==> config.mk <==
export PLATFORM = sky130hd
export DESIGN_NAME = add_arbiter
export DESIGN_NICKNAME = d
export VERILOG_FILES = /design/src/rtl/add_arbiter.sv
export SDC_FILE = /design/constraint.sdc
export NUM_CORES = 1
export LEC_CHECK = 0
export CAP_MARGIN = 20
export CORE_ASPECT_RATIO = 2
export CORE_MARGIN = 2
export CORE_UTILIZATION = 40
export CTS_CLUSTER_SIZE = 25
export DETAILED_ROUTE_END_ITERATION = 16
export PLACE_DENSITY = 0.76
export SYNTH_ARGS = -nofsm -noshare
export SYNTH_HDL_FRONTEND = slang
export SYNTH_HIERARCHICAL = 1
export SYNTH_SLANG_ARGS = --single-unit
==> constraint.sdc <==
create_clock -name clk -period 79.8 [get_ports clk]
set_input_delay 11.97 -clock clk [delete_from_list [all_inputs] [get_ports clk]]
set_output_delay 11.97 -clock clk [all_outputs]
set_load 0.01 [all_outputs]
==> src/rtl/add_arbiter.sv <==
// Two-port arbiter sharing one ripple adder/subtractor. Each granted operation
// walks IDLE -> EXEC -> DONE, with round-robin priority when both ports request.

module ripple_addsub #(
  parameter int WIDTH = 64
) (
  input  logic [WIDTH-1:0] a,
  input  logic [WIDTH-1:0] b,
  input  logic             sub,
  output logic [WIDTH-1:0] sum,
  output logic             cout
);
  logic [WIDTH-1:0] b_x;
  logic             carry;

  // Subtract is a + ~b + 1: invert b and inject the +1 as carry-in.
  // NOTE: blocking assignments are correct here because this is combinational;
  // the carry variable ripples bit by bit within one evaluation.
  always_comb begin
    sum   = '0;
    b_x   = sub ? ~b : b;
    carry = sub;
    for (int i = 0; i < WIDTH; i++) begin
      sum[i] = a[i] ^ b_x[i] ^ carry;
      carry  = (a[i] & b_x[i]) | (carry & (a[i] ^ b_x[i]));
    end
    cout = carry;
  end
endmodule

module add_arbiter #(
  parameter int WIDTH = 64
) (
  input  logic             clk,
  input  logic             rst,
  input  logic             req0,
  input  logic             req1,
  input  logic             sub0,
  input  logic             sub1,
  input  logic [WIDTH-1:0] a0,
  input  logic [WIDTH-1:0] b0,
  input  logic [WIDTH-1:0] a1,
  input  logic [WIDTH-1:0] b1,
  output logic             done0,
  output logic             done1,
  output logic [WIDTH-1:0] result,
  output logic             cf,
  output logic             zf,
  output logic             sf,
  output logic             of,
  output logic             busy
);
  typedef enum logic [1:0] {IDLE, EXEC, DONE} state_t;

  state_t           state_q, state_d;
  logic             owner_q, owner_d;
  logic             rr_q, rr_d;
  logic             sub_q, sub_d;
  logic [WIDTH-1:0] opa_q, opa_d;
  logic [WIDTH-1:0] opb_q, opb_d;
  logic [WIDTH-1:0] result_q, result_d;
  logic             cf_q, cf_d, zf_q, zf_d, sf_q, sf_d, of_q, of_d;

  logic             grant;
  logic [WIDTH-1:0] sum;
  logic             cout;
  logic             a_msb, b_msb, r_msb;

  ripple_addsub #(.WIDTH(WIDTH)) u_addsub (
    .a   (opa_q),
    .b   (opb_q),
    .sub (sub_q),
    .sum (sum),
    .cout(cout)
  );

  assign a_msb = opa_q[WIDTH-1];
  assign b_msb = opb_q[WIDTH-1];
  assign r_msb = sum[WIDTH-1];

  // rr_q names the port that wins the next tie; it flips away from every grantee.
  assign grant = (req0 && req1) ? rr_q : req1;

  // NOTE: every signal gets its hold value first so no path leaves it unassigned
  // and no latch is inferred.
  always_comb begin
    state_d  = state_q;
    owner_d  = owner_q;
    rr_d     = rr_q;
    sub_d    = sub_q;
    opa_d    = opa_q;
    opb_d    = opb_q;
    result_d = result_q;
    cf_d     = cf_q;
    zf_d     = zf_q;
    sf_d     = sf_q;
    of_d     = of_q;
    unique case (state_q)
      IDLE: begin
        if (req0 || req1) begin
          state_d = EXEC;
          owner_d = grant;
          rr_d    = ~grant;
          sub_d   = grant ? sub1 : sub0;
          opa_d   = grant ? a1 : a0;
          opb_d   = grant ? b1 : b0;
        end
      end
      EXEC: begin
        state_d  = DONE;
        result_d = sum;
        cf_d     = cout;
        zf_d     = (sum == '0);
        sf_d     = r_msb;
        of_d     = sub_q ? ((a_msb != b_msb) && (r_msb != a_msb))
                         : ((a_msb == b_msb) && (r_msb != a_msb));
      end
      DONE:    state_d = IDLE;
      default: state_d = IDLE;
    endcase
  end

  // NOTE: sequential state uses non-blocking assignments so all flops sample
  // their _d values from the same pre-edge snapshot.
  always_ff @(posedge clk or posedge rst) begin
    if (rst) begin
      state_q  <= IDLE;
      owner_q  <= 1'b0;
      rr_q     <= 1'b0;
      sub_q    <= 1'b0;
      opa_q    <= '0;
      opb_q    <= '0;
      result_q <= '0;
      cf_q     <= 1'b0;
      zf_q     <= 1'b0;
      sf_q     <= 1'b0;
      of_q     <= 1'b0;
    end else begin
      state_q  <= state_d;
      owner_q  <= owner_d;
      rr_q     <= rr_d;
      sub_q    <= sub_d;
      opa_q    <= opa_d;
      opb_q    <= opb_d;
      result_q <= result_d;
      cf_q     <= cf_d;
      zf_q     <= zf_d;
      sf_q     <= sf_d;
      of_q     <= of_d;
    end
  end

  assign done0  = (state_q == DONE) && !owner_q;
  assign done1  = (state_q == DONE) &&  owner_q;
  assign busy   = (state_q != IDLE);
  assign result = result_q;
  assign cf     = cf_q;
  assign zf     = zf_q;
  assign sf     = sf_q;
  assign of     = of_q;
endmodule

==> metrics.md <==
| Metric | Value |
|---|---|
| Outcome | complete, no violations |
| Synth unique cells | 28 |
| Syn Std Cell Area | 10400 µm² |
| Clk buf depth | 2 |
| Layout area overhead | 38.8% |
| Synth warn | 6 |
| Max frequency | 0.0345 GHz |
| Num CTS Buffers | 17 |
| Post-synth top area share | 48.0% |
| Setup crit end kind | flip-flop |
| Power per standard cell area | 48.1 nW/µm² |
| Ys async rst share | 100% |
| First-iteration detailed-routing DRC count | slightly below 900 |
| Die area | 27500 µm² |
| Top_reg_cell synth | dfrtp_1 |
| Vias | 8544 |
| Routed Antenna Nets | 0 |
| Worst-Margin Slew | just under 1 ns |
| Global-route wire length before repair | 48100 µm |
| Syn_nets | roughly 1300 |
| Seq/Total Area, Yosys | 48.0% |
| Worst path required time | approximately 80 ns |
| GPL Wtd Cong | 0.885 |
| Clock tree root buffer cell | clkbuf_16 |
| Commonest cells in the netlist | 256 x inv_1, 200 x dfrtp_1, 199 x nand2_1 |
| FP Rows | a little over 80 |
| R2r startpoint | sub_q |
| Initial antenna violation count | 6 |
| Reg area | 5010 µm² |
| Slowest library cell on the worst path | dfrtp_4 |
| Crit path launch type | flip-flop |
| Setup bufs post-CTS | 0 |
| EDFF count, synth | 0 |
| CP Launch Point | sub_q |
| Length in cells of the worst reg-to-reg path | 71 |
| Largest net degree at the start of global routing | between 100 and 150 |
| Largest cells by area after synthesis | dfrtp_1 48%, a222oi_1 12%, fa_1 12% |
| Max-Cap Viols | 0 |
| Core box area | between 20000 and 30000 µm² |
| Die width | 118 µm |
| Initial Utilization | 40.7% |
| Slowest stage delay, CP | 0.80 ns |
| Number of global-route vias before repair | 9023 |
| VDD IR max | between 0.02 and 0.025 mV |
| Unrepaired setup endpoints after global routing | false |
| DR DRC count | 0 |
| Tmin final | 28.95 ns |
| Setup Skew | 0.00937 ns |
| DP HPWL | roughly 23000 µm |
| Detailed-router iteration count before antenna repair | 10 |
| Fin util | 56.5% |
| Area occupied by multi-input gates | 4130 µm² |
| Worst Path Class, Setup | reg -> reg |
| Crit-path most repeated cell | fa_1 |
| Final slew viol count | 0 |
| Clk slew on worst S/H paths | 0.07 ns |
| Routed WL | around 31000 µm |
| I/O Buffers | 332 |
| Reg-to-reg slack, setup | 50.85 ns |
| Worst slew margin | 34.4% |
| Cells after Synth | 1016 |
| Synthesized flop and latch total | 200 |
| Via/cell ratio | 5.13 |
| Net count, final | ~1600 |
| Avg Inst Size Synth | ~10 µm² |
| Final setup viols | 0 |
| Area leader, netlist | dfrtp_1 |
| CTS tree | yes |
| Post-CTS Hold Buffers | 0 |
| I/O pin count | 333 |
| Critical-path maximum fanout | 33 |
| Number of fill cells | 2235 |
| Wire length per cell | roughly 19 µm |
| Gr ovfl total | 0 |
| Worst hold path type | reg -> reg |
| Die H | between 200 and 250 µm |
| Final Hold Vio Count | 0 |
| Layout cells sized above 1 | 3.48% |
| Setup TNS Final | 0 ns |
| Global Route Usage Sum | 23.0% |
| Post-cts resize count | 0 |
| Clock sinks | 200 |
| H-Tree Depth | 4 |
| Most numerous cell in the Yosys netlist | inv_1 |
| Crit path capture | zf |
| R2R Path End | zf |
| Final Cycle Share | 36.3% |
| Worst Path Arrival | 29.32 ns |
| Clk Latency, worst-skew pair | 0.45 ns |
| Leakage | 6.95 nW |
-- how the worst min path moves through the flow --
| stage | start | endpoint | slack, ns | cells past startpoint |
|---|---|---|---|---|
| final | result[22] | result[22] | 0.47 | 2 |
| after global routing | result[4] | result[4] | 0.49 | 2 |
| after CTS | result[33] | result[33] | 0.48 | 2 |
| after detailed placement | result[34] | result[34] | 0.46 | 2 |
| after global placement | result[48] | result[48] | 0.46 | 2 |
| after floorplan | opa_q[40] | opa_q[40] | 0.46 | 2 |
-- power by group --
group	switching [W]	leakage [nW]	internal, W
Clock	0.0000391	0.255	0.0000418
Sequential	0.0000385	2.47	0.000154
Combinational	0.000241	4.23	0.000183
-- kinds of logic (layout without fill, tap and decap cells) --
| kind of cell | Yosys count | in the layout | share of synthesized area [%] |
|---|---|---|---|
| buf+inv | 323 | 628 | 12.7 |
| simple gates | 230 | 230 | 8.99 |
| flops | 200 | 200 | 48.0 |
| compound gates | 134 | 134 | 12.7 |
| xor+xnor | 65 | 65 | 5.46 |
| fa+ha+maj | 63 | 63 | 12.1 |
| mux | 1 | 1 | 0.108 |
| other cells | 0 | 6 | 0 |
-- area by class of cell --
| type | instances | share of cell area (%) |
|---|---|---|
| inverters | 257 | 6.71 |
| clock buffers | 20 | 3.15 |
| diodes | 6 | 0.104 |
| clock inverters | 12 | 0.657 |
| repair buffers | 339 | 23.3 |
| flip-flops and latches | 200 | 34.6 |
| multi-input cells | 493 | 28.5 |
| well taps | 340 | 2.94 |
-- worst max-delay path: cells and delay by family (launching register included) --
| family | cells | cell delay, ns |
|---|---|---|
| AO/OA/AOI/OAI | 1 | 0.15 |
| adder cells (fa/ha/maj) | 63 | 26.80 |
| buffers and inverters | 4 | 0.31 |
| flip-flops | 1 | 0.80 |
| multiplexers | 1 | 0.29 |
| AND/OR/NAND/NOR | 2 | 0.48 |
-- metrics by stage --
step           worst slack [ns]  instances  area, µm²  total power, W  hold slack (ns)
4_1_cts                   50.70       1661      14500        0.000704            0.478
3_3_place_gp              51.15       1629      13900        0.000605            0.459
6_report                  50.85       1667      14500        0.000697            0.472
3_5_place_dp              50.79       1629      13900        0.000619            0.461
5_1_grt                   49.91       1667      14500        0.000766            0.493
2_1_floorplan             52.47       1016      10400        0.000481            0.456
-- cells in the final DEF (no fill, tap or decap), drive strengths merged, types with 6 or more instances in the layout --
master | netlist | layout
a222oi | 129 | 129
buf | 42 | 7
clkbuf | 24 | 20
clkdlybuf4s50 | 0 | 332
dfrtp | 200 | 200
diode | 0 | 6
fa | 63 | 63
inv | 257 | 259
nand2 | 199 | 199
nor4 | 16 | 16
xnor2 | 60 | 60
-- sequential cells by signal, indices dropped and copies added, names as in the netlist --
| register | flops |
|---|---|
| opa_q | 64 |
| result | 64 |
| state_q | 2 |
| opb_q | 64 |
| of | 1 |
| owner_q | 1 |
| zf | 1 |
| sub_q | 1 |
| rr_q | 1 |
| cf | 1 |
-- per-layer routing --
metal | vias to the layer above | part of all wire, % | GRT usage (%)
met5 | - | 0 | 0
met4 | 0 | 4.9 | 12.1
met3 | 64 | 5.9 | 5.05
met2 | 374 | 56 | 42.9
met1 | 4182 | 33 | 23.6
li1 | 3924 | - | -
No activity file was read; power rests on OpenSTA's default activity.
